### config.mk
export PLATFORM = sky130hd
export DESIGN_NAME = hb_pkt_parser
export DESIGN_NICKNAME = d
export VERILOG_FILES = /design/src/rtl/hb_pkt_parser.sv
export SDC_FILE = /design/constraint.sdc
export NUM_CORES = 1
export LEC_CHECK = 0
export ABC_AREA = 1
export CAP_MARGIN = 20
export CORE_MARGIN = 5
export CORE_UTILIZATION = 44
export DETAILED_ROUTE_END_ITERATION = 12
export DONT_BUFFER_PORTS = 1
export PLACE_DENSITY = 0.71
export SETUP_SLACK_MARGIN = 0.4
export SLEW_MARGIN = 25
export SYNTH_ARGS = -nofsm -noshare
export SYNTH_HDL_FRONTEND = slang
export SYNTH_SLANG_ARGS = --single-unit
### constraint.sdc
create_clock -name clk -period 9.8 [get_ports clk]
set_input_delay 0.98 -clock clk [delete_from_list [all_inputs] [get_ports clk]]
set_output_delay 0.98 -clock clk [all_outputs]
set_load 0.03 [all_outputs]
### src/rtl/hb_pkt_parser.sv
// ---------------------------------------------------------------------------
// hb_pkt_parser
// Parses heartbeat packets arriving on a valid/ready word stream and hands
// the accepted cluster-head fields to the known-CH table.
//
// Packet: W0 {type[15:12], rsvd[11:8], round[7:0]}, W1 sender ID, W2 CH ID,
//         W3 hops, W4 QValue, and with HBP_CHECKSUM_EN defined a sixth word
//         W5 = W0^W1^W2^W3^W4.
//
// Ports
//   clk, nrst            clock (rising edge), async active-high reset
//   rx_data/valid/last   input word stream, rx_ready back-pressure
//   my_ID                this node's ID (quasi-static)
//   fCH_ID/Hops/QValue   fields of the last accepted heartbeat
//   en_KCH               1-cycle strobe: fCH_* hold a new heartbeat
//   HB_reset             1-cycle strobe: new round, downstream table clears
//   pkt_drop             1-cycle strobe: packet rejected
//   hb_count             heartbeats emitted in the current round (sat. 255)
//
// Configuration macro: HBP_CHECKSUM_EN (adds the CHK state and W5 check).
// ---------------------------------------------------------------------------
module hb_pkt_parser #(
    parameter int WORD_WIDTH = 16
) (
    input  logic                  clk,
    input  logic                  nrst,
    input  logic [WORD_WIDTH-1:0] rx_data,
    input  logic                  rx_valid,
    input  logic                  rx_last,
    output logic                  rx_ready,
    input  logic [WORD_WIDTH-1:0] my_ID,
    output logic [WORD_WIDTH-1:0] fCH_ID,
    output logic [WORD_WIDTH-1:0] fCH_Hops,
    output logic [WORD_WIDTH-1:0] fCH_QValue,
    output logic                  en_KCH,
    output logic                  HB_reset,
    output logic                  pkt_drop,
    output logic [7:0]            hb_count
);

    // Packet-word states are encoded contiguously from IDLE so that
    // "inside a packet" is a single magnitude compare against ST_LAST.
    localparam logic [3:0] ST_IDLE  = 4'd0;
    localparam logic [3:0] ST_SRC   = 4'd1;
    localparam logic [3:0] ST_CHID  = 4'd2;
    localparam logic [3:0] ST_HOPS  = 4'd3;
    localparam logic [3:0] ST_QV    = 4'd4;
`ifdef HBP_CHECKSUM_EN
    localparam logic [3:0] ST_CHK   = 4'd5;
    localparam logic [3:0] ST_LAST  = ST_CHK;
`else
    localparam logic [3:0] ST_LAST  = ST_QV;
`endif
    localparam logic [3:0] ST_ROUND = 4'd6;
    localparam logic [3:0] ST_EMIT  = 4'd7;
    localparam logic [3:0] ST_FLUSH = 4'd8;

    localparam logic [WORD_WIDTH-1:0] HOPS_INVALID = {WORD_WIDTH{1'b1}};

`ifdef HBP_CHECKSUM_EN
    // Running XOR checksum step.
    function automatic logic [WORD_WIDTH-1:0] csum_fold(
        input logic [WORD_WIDTH-1:0] acc,
        input logic [WORD_WIDTH-1:0] word
    );
        return acc ^ word;
    endfunction

    logic [WORD_WIDTH-1:0] r_csum;
`endif

    logic [3:0]            r_state;
    logic                  r_rx_ready;
    logic                  r_en_kch;
    logic                  r_hb_reset;
    logic                  r_pkt_drop;
    logic [WORD_WIDTH-1:0] r_fch_id;
    logic [WORD_WIDTH-1:0] r_fch_hops;
    logic [WORD_WIDTH-1:0] r_fch_qv;
    logic [7:0]            r_hb_count;
    logic [7:0]            r_round;
    logic                  r_round_vld;
    logic [7:0]            r_pkt_round;
    logic [WORD_WIDTH-1:0] r_pkt_chid;
    logic [WORD_WIDTH-1:0] r_pkt_hops;
    logic [WORD_WIDTH-1:0] r_pkt_qv;
    logic                  r_bad;

    logic [3:0]            w_next_state;
    logic                  w_xfer;
    logic                  w_in_pkt;
    logic                  w_is_final;
    logic                  w_word_bad;
    logic                  w_bad;
    logic                  w_drop;
    logic                  w_accept;
    logic                  w_new_round;
    logic                  w_cnt_clr;
    logic                  w_cnt_inc;

    // Per-word validity checks and packet outcome decode.
    always_comb begin
        w_xfer     = rx_valid & r_rx_ready;
        w_in_pkt   = (r_state <= ST_LAST);
        w_is_final = (r_state == ST_LAST);
        case (r_state)
            ST_IDLE: w_word_bad = (rx_data[15:12] != 4'h1);
            ST_SRC:  w_word_bad = (rx_data == my_ID);
            ST_HOPS: w_word_bad = (rx_data == HOPS_INVALID);
`ifdef HBP_CHECKSUM_EN
            ST_CHK:  w_word_bad = (rx_data != r_csum);
`endif
            default: w_word_bad = 1'b0;
        endcase
        // W0 starts a fresh packet, so the sticky flag from the last one is ignored.
        if (r_state == ST_IDLE) begin
            w_bad = w_word_bad;
        end else begin
            w_bad = r_bad | w_word_bad;
        end
        w_drop   = 1'b0;
        w_accept = 1'b0;
        if (w_xfer && w_in_pkt) begin
            if (w_is_final) begin
                w_drop   = ~rx_last | w_bad;
                w_accept = rx_last & ~w_bad;
            end else begin
                w_drop   = rx_last;
                w_accept = 1'b0;
            end
        end else begin
            w_drop   = 1'b0;
            w_accept = 1'b0;
        end
        w_new_round = ~r_round_vld | (r_pkt_round != r_round);
        w_cnt_clr   = w_accept & w_new_round;
        w_cnt_inc   = (r_state == ST_ROUND);
    end

    // Next-state logic: one packet state per transferred word.
    always_comb begin
        w_next_state = r_state;
        if (w_in_pkt) begin
            if (w_xfer) begin
                if (w_is_final) begin
                    if (!rx_last) begin
                        w_next_state = ST_FLUSH;
                    end else if (w_bad) begin
                        w_next_state = ST_IDLE;
                    end else begin
                        w_next_state = ST_ROUND;
                    end
                end else if (rx_last) begin
                    w_next_state = ST_IDLE;
                end else begin
                    w_next_state = r_state + 4'd1;
                end
            end else begin
                w_next_state = r_state;
            end
        end else begin
            case (r_state)
                ST_ROUND: w_next_state = ST_EMIT;
                ST_EMIT:  w_next_state = ST_IDLE;
                ST_FLUSH: begin
                    if (w_xfer && rx_last) begin
                        w_next_state = ST_IDLE;
                    end else begin
                        w_next_state = ST_FLUSH;
                    end
                end
                default:  w_next_state = ST_IDLE;
            endcase
        end
    end

    // State register, registered ready and the three output strobes.
    always_ff @(posedge clk or posedge nrst) begin
        if (nrst) begin
            r_state    <= ST_IDLE;
            r_rx_ready <= 1'b0;
            r_pkt_drop <= 1'b0;
            r_hb_reset <= 1'b0;
            r_en_kch   <= 1'b0;
        end else begin
            r_state    <= w_next_state;
            r_rx_ready <= (w_next_state != ST_ROUND) && (w_next_state != ST_EMIT);
            r_pkt_drop <= w_drop;
            r_hb_reset <= w_cnt_clr;
            r_en_kch   <= w_cnt_inc;
        end
    end

    // Capture packet fields and the sticky reject flag as words arrive.
    always_ff @(posedge clk or posedge nrst) begin
        if (nrst) begin
            r_bad       <= 1'b0;
            r_pkt_round <= 8'h00;
            r_pkt_chid  <= {WORD_WIDTH{1'b0}};
            r_pkt_hops  <= {WORD_WIDTH{1'b0}};
            r_pkt_qv    <= {WORD_WIDTH{1'b0}};
`ifdef HBP_CHECKSUM_EN
            r_csum      <= {WORD_WIDTH{1'b0}};
`endif
        end else if (w_xfer && w_in_pkt) begin
            r_bad <= w_bad;
            case (r_state)
                ST_IDLE: r_pkt_round <= rx_data[7:0];
                ST_CHID: r_pkt_chid  <= rx_data;
                ST_HOPS: r_pkt_hops  <= rx_data;
                ST_QV:   r_pkt_qv    <= rx_data;
                default: r_pkt_qv    <= r_pkt_qv;
            endcase
`ifdef HBP_CHECKSUM_EN
            if (r_state == ST_IDLE) begin
                r_csum <= rx_data;
            end else begin
                r_csum <= csum_fold(r_csum, rx_data);
            end
`endif
        end
    end

    // Round tracking and saturating heartbeat counter.
    always_ff @(posedge clk or posedge nrst) begin
        if (nrst) begin
            r_round     <= 8'h00;
            r_round_vld <= 1'b0;
            r_hb_count  <= 8'h00;
        end else begin
            if (w_cnt_clr) begin
                r_round     <= r_pkt_round;
                r_round_vld <= 1'b1;
            end
            if (w_cnt_clr && w_cnt_inc) begin
                r_hb_count <= 8'd1;
            end else if (w_cnt_clr) begin
                r_hb_count <= 8'd0;
            end else if (w_cnt_inc && (r_hb_count != 8'hFF)) begin
                r_hb_count <= r_hb_count + 8'd1;
            end
        end
    end

    // Publish the heartbeat fields on the ROUND->EMIT step; held otherwise.
    always_ff @(posedge clk or posedge nrst) begin
        if (nrst) begin
            r_fch_id   <= {WORD_WIDTH{1'b0}};
            r_fch_hops <= HOPS_INVALID;
            r_fch_qv   <= {WORD_WIDTH{1'b0}};
        end else if (r_state == ST_ROUND) begin
            r_fch_id   <= r_pkt_chid;
            r_fch_hops <= r_pkt_hops;
            r_fch_qv   <= r_pkt_qv;
        end
    end

    assign rx_ready   = r_rx_ready;
    assign pkt_drop   = r_pkt_drop;
    assign HB_reset   = r_hb_reset;
    assign en_KCH     = r_en_kch;
    assign fCH_ID     = r_fch_id;
    assign fCH_Hops   = r_fch_hops;
    assign fCH_QValue = r_fch_qv;
    assign hb_count   = r_hb_count;

endmodule

==> results of run 1 <==
kinds of logic (layout without fill, tap and decap cells):
family | Yosys count | in the layout | synth area share [%]
AND/OR/NAND/NOR | 329 | 329 | 23.6
buffers and inverters | 102 | 113 | 7.12
flip-flops | 130 | 130 | 57.5
AO/OA/AOI/OAI | 95 | 95 | 8.69
XOR/XNOR | 13 | 13 | 2.00
adder cells (fa/ha/maj) | 5 | 5 | 1.10
path summary, 6_finish.rpt:
kind                            cells past startpoint  slack [ps]      endpoint     startpoint
min in group asynchronous                           1         570  r_pkt_qv[14]           nrst
worst max register to register                      9        7270   hb_count[3]     r_state[0]
worst max-delay path                                9        7270   hb_count[3]     r_state[0]
max in group asynchronous                           2        8160    r_state[0]           nrst
worst min-delay path                                2         460   fCH_Hops[1]  r_pkt_hops[1]
worst min register to register                      2         460   fCH_Hops[1]  r_pkt_hops[1]
synthesized netlist by cell type, types with 4 or more instances:
cell / count / area share [%]
clkbuf_1: 18 / 1.2
nand2_1: 258 / 17
o21ai_0: 83 / 7.3
nor3_1: 4 / 0.35
nand3_1: 23 / 2.0
dfrtp_1: 114 / 50
nand4_1: 4 / 0.44
inv_1: 78 / 5.1
nor2_1: 28 / 1.8
a21oi_1: 5 / 0.44
xor2_1: 11 / 1.7
dfstp_2: 16 / 7.4
ha_1: 5 / 1.1
worst max-delay path: stages, from the launching register on:
cell	delay (ps)
dfrtp_1	390
inv_1	150
ha_1	200
nand3_2	100
buf_4	330
a31oi_1	670
inv_1	150
nor2_1	160
xor2_1	180
nor2_1	60
layout make-up:
class | count | area share, %
multi-input cells | 442 | 31.0
flip-flops and latches | 130 | 50.1
inverters | 79 | 4.62
repair buffers | 2 | 0.230
well taps | 172 | 3.30
clock buffers | 21 | 7.36
clock inverters | 11 | 3.39
power by group through the flow:
| stage | clock (W) | combinational, W | sequential (W) |
|---|---|---|---|
| after floorplan | 0 | 0.000419 | 0.00112 |
| after global placement | 0 | 0.000496 | 0.00118 |
| after detailed placement | 0 | 0.000513 | 0.00119 |
| after CTS | 0.000751 | 0.000520 | 0.00118 |
| after global routing | 0.000780 | 0.000615 | 0.00121 |
| final | 0.000740 | 0.000516 | 0.00117 |
sequential cells by signal, summed over array words and instances (netlist names), 4 cells and up:
register,cells
fCH_Hops,16
hb_count,8
r_state,4
fCH_QValue,16
r_pkt_round,8
fCH_ID,16
r_pkt_chid,16
r_pkt_qv,16
r_pkt_hops,16
r_round,8
metal layers:
layer  up-vias  routed length [um]
met4         0                 338
met1      2108                5830
li1       2099                   -
met2       155                6630
met5         -                   0
met3        28                 960
stage by stage:
step	worst slack (ps)	std cells	power, W	hold WS, ps
floorplan	5380	674	0.00154	442
CTS	7290	857	0.00245	468
finish	7270	857	0.00243	463
global route	7010	857	0.00260	488
detailed placement	7110	825	0.00170	455
global placement	7170	825	0.00168	453
==> key figures, run 1 <==
Global routing
  • GRT Total Usage: 19.6%
  • M1 GR Usage: 24.4%
  • Gr busiest metal: met2
  • GR Layer Usage met3: 6.09%
  • Initial antenna violation count: 0
  • First-pass GRT wire length: 23000 um
  • Number of global-route vias before repair: 4502
  • Met2 Usage GRT: 31.5%
  • Grt ovf: 0
  • Largest net degree at the start of global routing: 87

Cells and area
  • Fillers: 1197
  • Finished layout cell area: 6530 um^2
  • Area Overhead vs Synth: 14.8%
  • Multi-input gate area: 2020 um^2
  • Most common cell after layout, fill and taps aside: nand2_1
  • Register area: 3270 um^2
  • Commonest cells after routing, fill and taps aside: nand2_1, dfrtp_1, o21ai_0
  • Layout cells sized above 1: 9.05%
  • Final Core Density: 51.5%
  • Diodes inserted: 0
  • Final net count: 713

Power and ir drop
  • Net Sw Power: 0.000949 W
  • Internal: 0.00148 W
  • Peak VDD IR: 0.210 mV
  • Net switching fraction of the power: 39.1%
  • PwrDens: 372 nW/um^2
  • Clock share of power: 30.5%
  • Leakage power: 3.33 nW
  • Reg power frac: 48.3%
  • Combinational Power Share: 21.2%

STA
  • Fin crit period: 2530 ps
  • Max_slew headroom: 35.0%
  • Clk_skew: 7.26 ps
  • Fmax: 396 MHz
  • Max Slew Vio Count: 0
  • Setup TNS: 0 ps
  • RSZ-0062 raised after global routing: false
  • Tcrit/Tclk final: 25.8%
  • Final hold vios: 0
  • # setup viols final: 0
  • Tightest Pin Transition: 972 ps

Routing
  • Routed via count: 4390
  • Total Wirelength: 13800 um
  • Initial DRC count: 317
  • First-pass DRT Iterations: 5
  • Routed Antenna Nets: 0
  • DRC Markers: 0
  • Vias/cell: 5.12
  • Wirelength per Cell: 16.1 um

Die
  • # IOs: 96
  • Starting Density: 44.9%
  • Die Ht: 124 um
  • Die area: 15300 um^2
  • Die X: 124 um
  • Num rows: 41
  • Core area: 12700 um^2

Setup path
  • Endpoint type of the worst setup path: flip-flop
  • Startpoint types: flip-flop
  • Crit Path Category: reg -> reg
  • Critical Path Fanout Max: 65
  • Critical path required time: 10090 ps
  • WP data arrival: 2810 ps

Placed design
  • Port Buf Inserts: 0
  • HPWL after detailed placement: 9730 um
  • Final GP Congestion: 0.910
  • Dpl cell area: 5820 um^2

Worst hold path
  • Hold Path Class: reg -> reg

Synth
  • Yosys cell types: 33
  • Mapped Nets: 715
  • Synthesized flop and latch total: 130
  • Synth warn: 0
  • Post-synth ARST share: 100%
  • Post-synth EDFFs: 0
  • Share of the yosys chip area belonging to registers: 57.5%
  • Synth Instances: 674
  • Area of the mapped netlist: 5690 um^2
  • Post-synth top flop: dfrtp_1
  • Post-synthesis area per instance: 8.44 um^2

Clock network
  • Post_cts resized: 0
  • Clk root buf: clkbuf_16
  • Hold buffers post-CTS: 0
  • Postcts setup bufs: 0
  • Sink Count: 130
  • CTS clock-pin slew for the worst setup and hold paths: 50 ps
  • Cts bufs inserted: 17
  • TritonCTS clock tree: built
  • Clock Tree Buf Depth: 2
  • Worst skew pair latency: 420 ps
  • H-tree Lvls: 4

Run status
  • Run status: finished, final reports clean

Flow run
  • Max-cap violations: 0
Note: power is estimated with default switching activity, not from simulation.
==> inputs of run 2 (changes only) <==
Settings changed: ABC_AREA 1 to 0, PLACE_DENSITY 0.71 to 0.73.
Clock period 9.8 ns to 2.3 ns, I/O delays scaled along.
==> key figures, run 2 <==
Global routing
  • Initial antenna violation count: 0 (unchanged)
  • Number of global-route vias before repair: 4159 (-7.6%)
  • Grt ovf: 0 (unchanged)
  • First-pass GRT wire length: 21900 um (-4.8%)
  • GRT Total Usage: 19.2% (-0.37 points)
  • Largest net degree at the start of global routing: 47 (-46%)

Setup path
  • Slowest cell on the critical path: dfrtp_1
  • Critical Path Fanout Max: 8 (-88%)
  • Critical path required time: 2640 ps (-7450 ps)
  • CP max stage delay: 430 ps (-240 ps)
  • Crit-path cells: ha_2 -> nor3b_4 -> buf_4 -> buf_4 -> a2bb2oi_1 -> nor4_1 -> o2111ai_1 -> o21ai_1
  • Buffers & Inverters on Critical Path: 2 (-1)
  • CP most frequent cell: buf_4
  • Startpoint types: flip-flop
  • Family with the most delay on the worst path: flip-flops
  • Crit Path Category: reg -> reg
  • WP data arrival: 2210 ps (-600 ps)
  • Endpoint type of the worst setup path: flip-flop

Routing
  • Routed via count: 3956 (-9.9%)
  • DRC Markers: 0 (unchanged)
  • Routed Antenna Nets: 0 (unchanged)
  • First-pass DRT Iterations: 5 (unchanged)
  • Vias/cell: 5.33 (+4.1%)
  • Wirelength per Cell: 18.2 um (+14%)
  • Initial DRC count: 291 (-8.2%)
  • Total Wirelength: 13500 um (-1.6%)

STA
  • RSZ-0062 raised after global routing: true
  • Clk_skew: 9.23 ps (+1.96 ps)
  • Max_slew headroom: 48.4% (+13 points)
  • Tightest Pin Transition: 772 ps (-200 ps)
  • Tcrit/Tclk final: 81.2% (+55 points)
  • Fmax: 536 MHz (+35%)
  • Max Slew Vio Count: 0 (unchanged)
  • Setup TNS: 0 ps (unchanged)
  • # setup viols final: 0 (unchanged)
  • Final hold vios: 0 (unchanged)
  • Fin crit period: 1870 ps (-658 ps)

Clock network
  • Sink Count: 130 (unchanged)
  • Worst skew pair latency: 420 ps (about the same)
  • CTS clock-pin slew for the worst setup and hold paths: 60 ps (about the same)
  • Cts bufs inserted: 17 (unchanged)
  • Clock Tree Buf Depth: 2 (unchanged)
  • TritonCTS clock tree: built
  • H-tree Lvls: 4 (unchanged)
  • Clk root buf: clkbuf_16

Cells and area
  • Commonest cells after routing, fill and taps aside: nand2_1, dfrtp_1, mux2_2
  • Area Overhead vs Synth: 20.4%
  • Diodes inserted: 0 (unchanged)
  • Final net count: 598 (-16%)
  • Fillers: 1044 (-13%)
  • Finished layout cell area: 6670 um^2 (+2.1%)
  • Most common cell after layout, fill and taps aside: nand2_1
  • Layout cells sized above 1: 25.1% (+16 points)

Synth
  • Area of the mapped netlist: 5540 um^2 (-2.6%)
  • Post-synth top flop: dfrtp_1
  • Synth top area share: 51.5% (+1.3 points)
  • Synth Instances: 519 (-23%)
  • Synth cell count leaders: nand2_1, dfrtp_1, mux2_2
  • Post-synth ARST share: 100% (unchanged)
  • Leading post-synthesis cells by cell area: dfrtp_1, nand2_1, mux2_2, dfstp_2, o21ai_0
  • Mapped Nets: 560 (-22%)
  • Synth warn: 0 (unchanged)
  • Top-count cell post-synth: nand2_1
  • Synthesized flop and latch total: 130 (unchanged)
  • Post-synthesis area per instance: 10.7 um^2 (+26%)
  • Share of the yosys chip area belonging to registers: 59.1% (+1.5 points)
  • Yosys cell types: 54 (+64%)
  • Cell type with the largest total area after synthesis: dfrtp_1
  • Post-synth EDFFs: 0 (unchanged)

Power and ir drop
  • Peak VDD IR: 0.858 mV (+310%)
  • PwrDens: 1480 nW/um^2 (+300%)
  • Leakage power: 3.12 nW (-6.5%)

Die
  • Die area: 14900 um^2 (-2.4%)
  • Die Ht: 122 um (-1.2%)
  • Core area: 12500 um^2 (-1.6%)
  • Starting Density: 44.5% (-0.46 points)
  • Die X: 122 um (-1.2%)
  • Num rows: 41 (unchanged)
  • # IOs: 96 (unchanged)

Placed design
  • Port Buf Inserts: 0 (unchanged)
  • Final GP Congestion: 0.814 (-11%)
  • HPWL after detailed placement: 9050 um (-7.0%)
  • Dpl cell area: 5790 um^2 (-0.62%)

Run status
  • Run status: finished, final reports clean

Flow run
  • Max-cap violations: 0 (unchanged)

Worst hold path
  • Hold Path Class: in -> reg
-- run 2: cell types whose count changed after synthesis, moves of 8 or more --
cell / change
nand2_1: -88
nor2_1: -10
xnor2_1: +8
o21ai_0: -63
inv_1: -65
mux2_2: +49
nand3_1: -19
-- run 2: cell type report --
cell class,instances,area [um^2],share of cell area [%]
tap,172,215,3.23
timing repair buffer,39,368,5.51
clock buffer,21,450,6.75
inverter,14,56.3,0.844
multi-input combinational,355,2170,32.5
sequential,130,3280,49.1
clock inverter,11,139,2.08
-- run 2: final timing paths --
| path | startpoint | to | slack (ps) | depth (start not counted) |
|---|---|---|---|---|
| worst max-delay path | r_state[0] | r_bad | 430 | 8 |
| worst min-delay path | rx_data[10] | r_bad | 40 | 2 |
| worst max register to register | r_state[0] | r_bad | 430 | 8 |
| worst min register to register | r_pkt_hops[9] | fCH_Hops[9] | 460 | 2 |
| max in group asynchronous | nrst | fCH_Hops[14] | 1130 | 3 |
| min in group asynchronous | nrst | r_pkt_hops[11] | 430 | 2 |
-- run 2: logic make-up (layout without fill, tap and decap cells) --
group / Yosys count / count (layout) / synth area share [%]
adder cells (fa/ha/maj): 5 / 5 / 1.13
AO/OA/AOI/OAI: 55 / 55 / 6.32
XOR/XNOR: 17 / 17 / 2.69
buffers and inverters: 34 / 85 / 2.84
AND/OR/NAND/NOR: 228 / 228 / 17.8
multiplexers: 50 / 50 / 10.2
flip-flops: 130 / 130 / 59.1
-- run 2: routing by layer --
layer,up-vias,global-route usage (%),part of all wire (%)
met1,1962,22.9,39
met4,0,7.84,2.7
met5,-,0,0
met3,35,9.49,10
li1,1807,-,-
met2,152,29.7,48
-- run 2: report_power, final --
| part | switching (W) | internal (W) | leakage [nW] | total (W) |
|---|---|---|---|---|
| registers | 0.00160 | 0.00336 | 1.59 | 0.00497 |
| logic | 0.00115 | 0.00107 | 1.24 | 0.00222 |
| clock network | 0.000962 | 0.00172 | 0.287 | 0.00268 |
-- run 2: timing repair --
action | CTS | global route
pin swaps | 0 | 1
setup buffers | 4 | 4
resized for setup | 6 | 12
setup endpoints to repair | 30 | 78
hold buffers | 17 | 0
hold endpoints to repair | 71 | 0
cloned | 0 | 0
-- run 2: stage by stage --
step | power (W) | setup WS [ps] | instances | utilization, % | hold slack (ps)
detailed placement | 0.00701 | 272 | 685 | 46.4 | 275
finish | 0.00987 | 433 | 742 | 53.5 | 39.0
floorplan | 0.00639 | 474 | 519 | - | 365
global route | 0.0104 | 329 | 742 | 53.5 | 35.0
CTS | 0.00982 | 387 | 738 | 52.9 | 21.6
global placement | 0.00684 | 356 | 685 | 46.4 | 266
-- run 2: worst reg2reg max path, delay by kind of cell, from the launching register on --
kind	cells	cell delay, ps
buffers and inverters	2	320
AOI/OAI and AO/OA	3	400
adders and majority gates	1	260
and+or+nand+nor	2	390
DFF	1	430
